`config.mk`:
```
export PLATFORM = sky130hd
export DESIGN_NAME = timer_arbiter
export DESIGN_NICKNAME = d
export VERILOG_FILES = /design/src/rtl/timer_arbiter.sv
export SDC_FILE = /design/constraint.sdc
export NUM_CORES = 1
export LEC_CHECK = 0
export CORE_ASPECT_RATIO = 1.1
export CORE_MARGIN = 4
export CORE_UTILIZATION = 42
export DETAILED_ROUTE_END_ITERATION = 12
export HOLD_SLACK_MARGIN = 0.03
export PLACE_DENSITY_LB_ADDON = 0.08
export SLEW_MARGIN = 25
export SYNTH_ARGS = -nofsm -noshare
export SYNTH_HDL_FRONTEND = slang
export SYNTH_SLANG_ARGS = --single-unit
```
`constraint.sdc`:
```
create_clock -name clk -period 6.38 [get_ports clk]
set_input_delay 1.595 -clock clk [delete_from_list [all_inputs] [get_ports clk]]
set_output_delay 1.595 -clock clk [all_outputs]
set_load 0.01 [all_outputs]
```
`src/rtl/timer_arbiter.sv`:
```
// Round-robin shared interval timer: grants one counter to NUM_REQ requesters in turn.
// Optional TIMER_ARB_ABORT_EN: owner dropping req mid-run aborts the run without a done pulse.
`timescale 1ns/1ps
module timer_arbiter #(
    parameter int unsigned NUM_REQ = 4,
    parameter int unsigned COUNT_W = 16
) (
    input  logic                       clk,
    input  logic                       rst_n,
    input  logic [NUM_REQ-1:0]         req,
    input  logic [NUM_REQ*COUNT_W-1:0] req_count,
    output logic [NUM_REQ-1:0]         grant,
    output logic [NUM_REQ-1:0]         done,
    output logic                       busy
);

    localparam int unsigned IdxW = $clog2(NUM_REQ);

    typedef enum logic [0:0] {StIdle, StRunning} state_e;

    state_e             state_q, state_d;
    logic [IdxW-1:0]    owner_q, owner_d;
    logic [IdxW-1:0]    ptr_q, ptr_d;
    logic [COUNT_W-1:0] lcnt_q, lcnt_d;
    logic [COUNT_W-1:0] timer_q, timer_d;

    logic               done_hit;
    logic               abort_hit;
    logic               arb_en;
    logic               win_valid;
    logic [IdxW-1:0]    win_idx;
    logic [IdxW-1:0]    cand;
    logic [COUNT_W-1:0] win_count;
    int unsigned        ptr_int;
    int unsigned        scan_idx;

    assign ptr_int  = 32'(ptr_q);
    assign done_hit = (state_q == StRunning) && (timer_q == lcnt_q);

`ifdef TIMER_ARB_ABORT_EN
    assign abort_hit = (state_q == StRunning) && !done_hit && !req[owner_q];
`else
    assign abort_hit = 1'b0;
`endif

    // Arbitration is only permitted while idle or in the cycle a run ends.
    assign arb_en = (state_q == StIdle) || done_hit || abort_hit;

    // First requester at or after ptr, wrapping modulo NUM_REQ.
    always_comb begin
        win_valid = 1'b0;
        win_idx   = '0;
        scan_idx  = 0;
        cand      = '0;
        for (int unsigned k = 0; k < NUM_REQ; k++) begin
            scan_idx = ptr_int + k;
            if (scan_idx >= NUM_REQ) begin
                scan_idx = scan_idx - NUM_REQ;
            end
            cand = IdxW'(scan_idx);
            if (!win_valid && req[cand]) begin
                win_valid = 1'b1;
                win_idx   = cand;
            end
        end
        win_count = req_count[32'(win_idx) * COUNT_W +: COUNT_W];
    end

    always_ff @(posedge clk) begin
        if (!rst_n) begin
            state_q <= StIdle;
            owner_q <= '0;
            ptr_q   <= '0;
            lcnt_q  <= '0;
            timer_q <= '0;
        end else begin
            state_q <= state_d;
            owner_q <= owner_d;
            ptr_q   <= ptr_d;
            lcnt_q  <= lcnt_d;
            timer_q <= timer_d;
        end
    end

    always_comb begin
        state_d = state_q;
        owner_d = owner_q;
        ptr_d   = ptr_q;
        lcnt_d  = lcnt_q;
        timer_d = timer_q;
        if (arb_en) begin
            if (win_valid) begin
                state_d = StRunning;
                owner_d = win_idx;
                // A zero count still occupies one grant cycle.
                lcnt_d  = (win_count == '0) ? COUNT_W'(1) : win_count;
                timer_d = COUNT_W'(1);
                ptr_d   = (win_idx == IdxW'(NUM_REQ - 1)) ? '0 : win_idx + 1'b1;
            end else begin
                state_d = StIdle;
            end
        end else if (state_q == StRunning) begin
            timer_d = timer_q + 1'b1;
        end
    end

    always_comb begin
        grant = '0;
        done  = '0;
        busy  = 1'b0;
        unique case (state_q)
            StIdle: begin
            end
            StRunning: begin
                busy           = 1'b1;
                grant[owner_q] = 1'b1;
                done[owner_q]  = done_hit;
            end
            default: begin
            end
        endcase
    end

endmodule

```
==> reports/results.txt <==
sum of negative setup slack: 0 ns
arrival time of data at the critical path endpoint: 2.42 ns
Critical Setup Path Class: reg2out
Initial Util: 44.4%
sequential group share of total power: 41.9%
I/O pin count: 79
depth of the most critical reg-to-reg path: 7
wire length reported by the detailed router: 6250 µm
switching part of the total power: 31.2%
cell taking the most area after synthesis: sky130_fd_sc_hd__dfxtp_1
All-Layer GR Usage: 18.4%
measured slew at the worst slew-check pin: 0.813 ns
CP endpoint: done[0]
proportion of register bits with asynchronous set or reset after synthesis: 0%
number of buffers inserted during clock tree synthesis: 5
Worst Hold Slack: 0.474 ns
register area: 741 µm²
clock buffer depth: 2
total count of max-transition violations in the final report: 0
Total Nets Final: 435
routed len/inst: 14.2 µm
top post-synthesis cells by count: sky130_fd_sc_hd__mux2i_1, sky130_fd_sc_hd__nand2_1, sky130_fd_sc_hd__dfxtp_1, sky130_fd_sc_hd__a21boi_0, sky130_fd_sc_hd__xor2_1
capture instance of the worst register-to-register path: timer_q[8]$_SDFFE_PN0P_
Worst path most repeated cell: sky130_fd_sc_hd__nor4_1
crit path max-delay cell type: sky130_fd_sc_hd__clkdlybuf4s50_1
cell area power density: 190 nW/µm²
multi-input gate area in the final layout: 1620 µm²
worst path cell trace: xor2_1 -> nor4_1 -> nand4_1 -> nor4_1 -> clkdlybuf4s50_1
Root Driver: sky130_fd_sc_hd__clkbuf_8
Tcrit/Tclk final: 62.9%
highest cell delay on the worst timing path: 0.61 ns
first-pass GRT wire length: 10,200 µm
count of max-cap constraint violations: 0
Yosys cell types: 36
hold violation total from the final report: 0
total leakage power: 1.42 nW
total of endpoints with negative setup slack in the final report: 0
shortest period the worst path allows: 4.01 ns
count of instances resized after the clock tree is built: 0
sinks on the clock net: 37
pin count of the biggest net entering global routing: 37
Synth top area share: 30.3%
area of the mapped netlist: 2440 µm²
maximum clock rate: 249 MHz
last weighted congestion value of the routability-driven placer: 0.792
maximum ir drop on the vdd rail: 103 µV
post-synthesis sequential element count: 37
leading post-synthesis cells by cell area: sky130_fd_sc_hd__dfxtp_1, sky130_fd_sc_hd__mux2i_1, sky130_fd_sc_hd__nand2_1, sky130_fd_sc_hd__a21boi_0, sky130_fd_sc_hd__xor2_1
Die Wd: 80.7 µm
vias in the first global route: 2,200
Clk pwr share: 24.5%
Register-to-Register Setup Slack: 3.65 ns
combinational share of power: 33.6%
via density per instance: 5.15
ANT nets after route: 0
source-to-sink clock delay at the later pin of the worst-skew pair: 0.29 ns
overall die area: 7100 µm²
Worst setup EP type: output pin
min-delay worst type: reg2reg
switching power: 0.199 mW
result of the run: complete, no violations
Clock Skew: 0.00301 ns
signed area change from the synthesized netlist to the final layout: 37.1%
relative slew slack: 45.8%
top-count cell post-synth: sky130_fd_sc_hd__mux2i_1
maximum fanout count along the critical path: 7
setup repair after global routing missed its margin: no
clock-pin transition on the worst setup and hold timing paths: 0.07 ns
number of standard-cell rows in the floorplan: 28
via count: 2,267
average cell area after synthesis: 8.33 µm²
overall die height: 88.0 µm
detailed-routing iteration count for the pre-antenna-repair pass: 4
fill cell total of the finished layout: 538
initial antenna violation count: 0
Synth warnings: 0
Main synth FF type: sky130_fd_sc_hd__dfxtp_1
CTS H-tree lvls: 2
TritonCTS clock tree: yes
P_int: 0.437 mW
Total Power: 0.636 mW
DRC marker count from the first detailed-route iteration: 71
share of synthesized area occupied by flip-flops and latches: 30.3%
leftover overflow at the end of global routing: 0
half-perimeter wire length of the detailed placement result: 4940 µm
number of standard cells after synthesis: 293
cts-stage hold buffer count: 0
DR DRC count: 0
R2R Path Start: timer_q[9]$_SDFFE_PN0P_
required time at the worst-slack endpoint: 4.79 ns
layout cells sized above 1: 4.38%
placeable core region: 5500 µm²
origin of the worst setup path: timer_q[2]$_SDFFE_PN0P_
number of inserted diodes: 0
number of buffers inserted by post-CTS setup repair: 0
number of synthesized flops with an enable pin: 0
critical path startpoint category: register
total of buffers placed on input and output ports: 78
total nets after synthesis: 364
## sequential cells by signal (all words and copies together) (netlist names)
name,count
state_q,1
timer_q,16
owner_q,2
lcnt_q,16
ptr_q,2
## worst min-delay path by stage
stage | slack (ns) | to | cells past startpoint | startpoint
3_5_place_dp | 0.47 | lcnt_q[3]$_SDFFE_PN0P_ | 2 | lcnt_q[3]$_SDFFE_PN0P_
2_1_floorplan | 0.46 | lcnt_q[15]$_SDFFE_PN0P_ | 2 | lcnt_q[15]$_SDFFE_PN0P_
6_report | 0.47 | lcnt_q[3]$_SDFFE_PN0P_ | 2 | lcnt_q[3]$_SDFFE_PN0P_
4_1_cts | 0.48 | lcnt_q[3]$_SDFFE_PN0P_ | 2 | lcnt_q[3]$_SDFFE_PN0P_
5_1_grt | 0.51 | lcnt_q[6]$_SDFFE_PN0P_ | 2 | lcnt_q[6]$_SDFFE_PN0P_
3_3_place_gp | 0.47 | lcnt_q[3]$_SDFFE_PN0P_ | 2 | lcnt_q[3]$_SDFFE_PN0P_
## power groups by stage
stage	Sequential, mW	Clock, mW	Combinational [mW]
floorplan	0.267	0	0.142
global placement	0.271	0	0.214
detailed placement	0.272	0	0.216
CTS	0.266	0.160	0.217
global route	0.269	0.168	0.238
finish	0.267	0.155	0.214
## critical path, delay by kind of cell, from the launching register on
kind                   cells  cell delay, ns
buffers and inverters      1            0.61
XOR/XNOR                   1            0.15
flip-flops                 1            0.36
AND/OR/NAND/NOR            3            1.01
## layout make-up
type | count | area share [%]
clock inverter | 2 | 0.299
multi-input combinational | 234 | 48.3
tap | 75 | 2.80
sequential | 37 | 22.1
timing repair buffer | 80 | 23.6
inverter | 6 | 0.673
clock buffer | 6 | 2.17
## routing by layer
layer / share of wire (%) / vias to the layer above / track usage, %
met5: 0 / - / 0
li1: - / 1191 / -
met2: 45 / 69 / 30.3
met3: 7.8 / 7 / 6.17
met1: 45 / 1000 / 22.5
met4: 1.6 / 0 / 6.14
## cells by family (layout without fill, tap and decap cells)
| logic type | count (synthesis) | count (layout) | share of synthesized area (%) |
|---|---|---|---|
| adder cells (fa/ha/maj) | 1 | 1 | 0.512 |
| AND/OR/NAND/NOR | 102 | 102 | 20.7 |
| flip-flops | 37 | 37 | 30.3 |
| XOR/XNOR | 18 | 18 | 6.46 |
| multiplexers | 49 | 49 | 20.1 |
| AO/OA/AOI/OAI | 64 | 64 | 17.7 |
| buffers and inverters | 22 | 94 | 4.25 |
## through the flow
stage | cells | utilization [%] | setup slack (ns) | cell area [µm²]
after global routing | 440 | 60.8 | 2.12 | 3350
after detailed placement | 432 | 59.4 | 2.13 | 3270
after floorplan | 293 | - | 3.07 | 2440
final | 440 | 60.8 | 2.37 | 3350
after CTS | 440 | 60.9 | 2.35 | 3350
after global placement | 432 | 59.4 | 2.19 | 3270
## layout by cell type, fill, tap and decap left out, types with 2 or more instances in the layout
cell,count
sky130_fd_sc_hd__clkdlybuf4s50_1,77
sky130_fd_sc_hd__mux2i_1,49
sky130_fd_sc_hd__nand2_1,46
sky130_fd_sc_hd__dfxtp_1,37
sky130_fd_sc_hd__a21boi_0,22
sky130_fd_sc_hd__xor2_1,16
sky130_fd_sc_hd__o21ai_0,13
sky130_fd_sc_hd__nor4_1,10
sky130_fd_sc_hd__a21oi_1,10
sky130_fd_sc_hd__nor2_1,9
sky130_fd_sc_hd__inv_1,6
sky130_fd_sc_hd__o21a_1,6
sky130_fd_sc_hd__and3_1,5
sky130_fd_sc_hd__nand3_1,5
sky130_fd_sc_hd__or3_1,5
sky130_fd_sc_hd__and2_1,5
sky130_fd_sc_hd__clkbuf_8,5
sky130_fd_sc_hd__nor3_1,4
sky130_fd_sc_hd__or3b_2,4
sky130_fd_sc_hd__nand4_1,3
sky130_fd_sc_hd__o211ai_1,3
sky130_fd_sc_hd__nor2b_1,2
sky130_fd_sc_hd__a21boi_1,2
sky130_fd_sc_hd__nor3b_1,2
sky130_fd_sc_hd__a31oi_1,2
sky130_fd_sc_hd__xnor2_1,2
sky130_fd_sc_hd__clkinv_2,2
sky130_fd_sc_hd__buf_4,2
(Power assumes the default switching activity.)
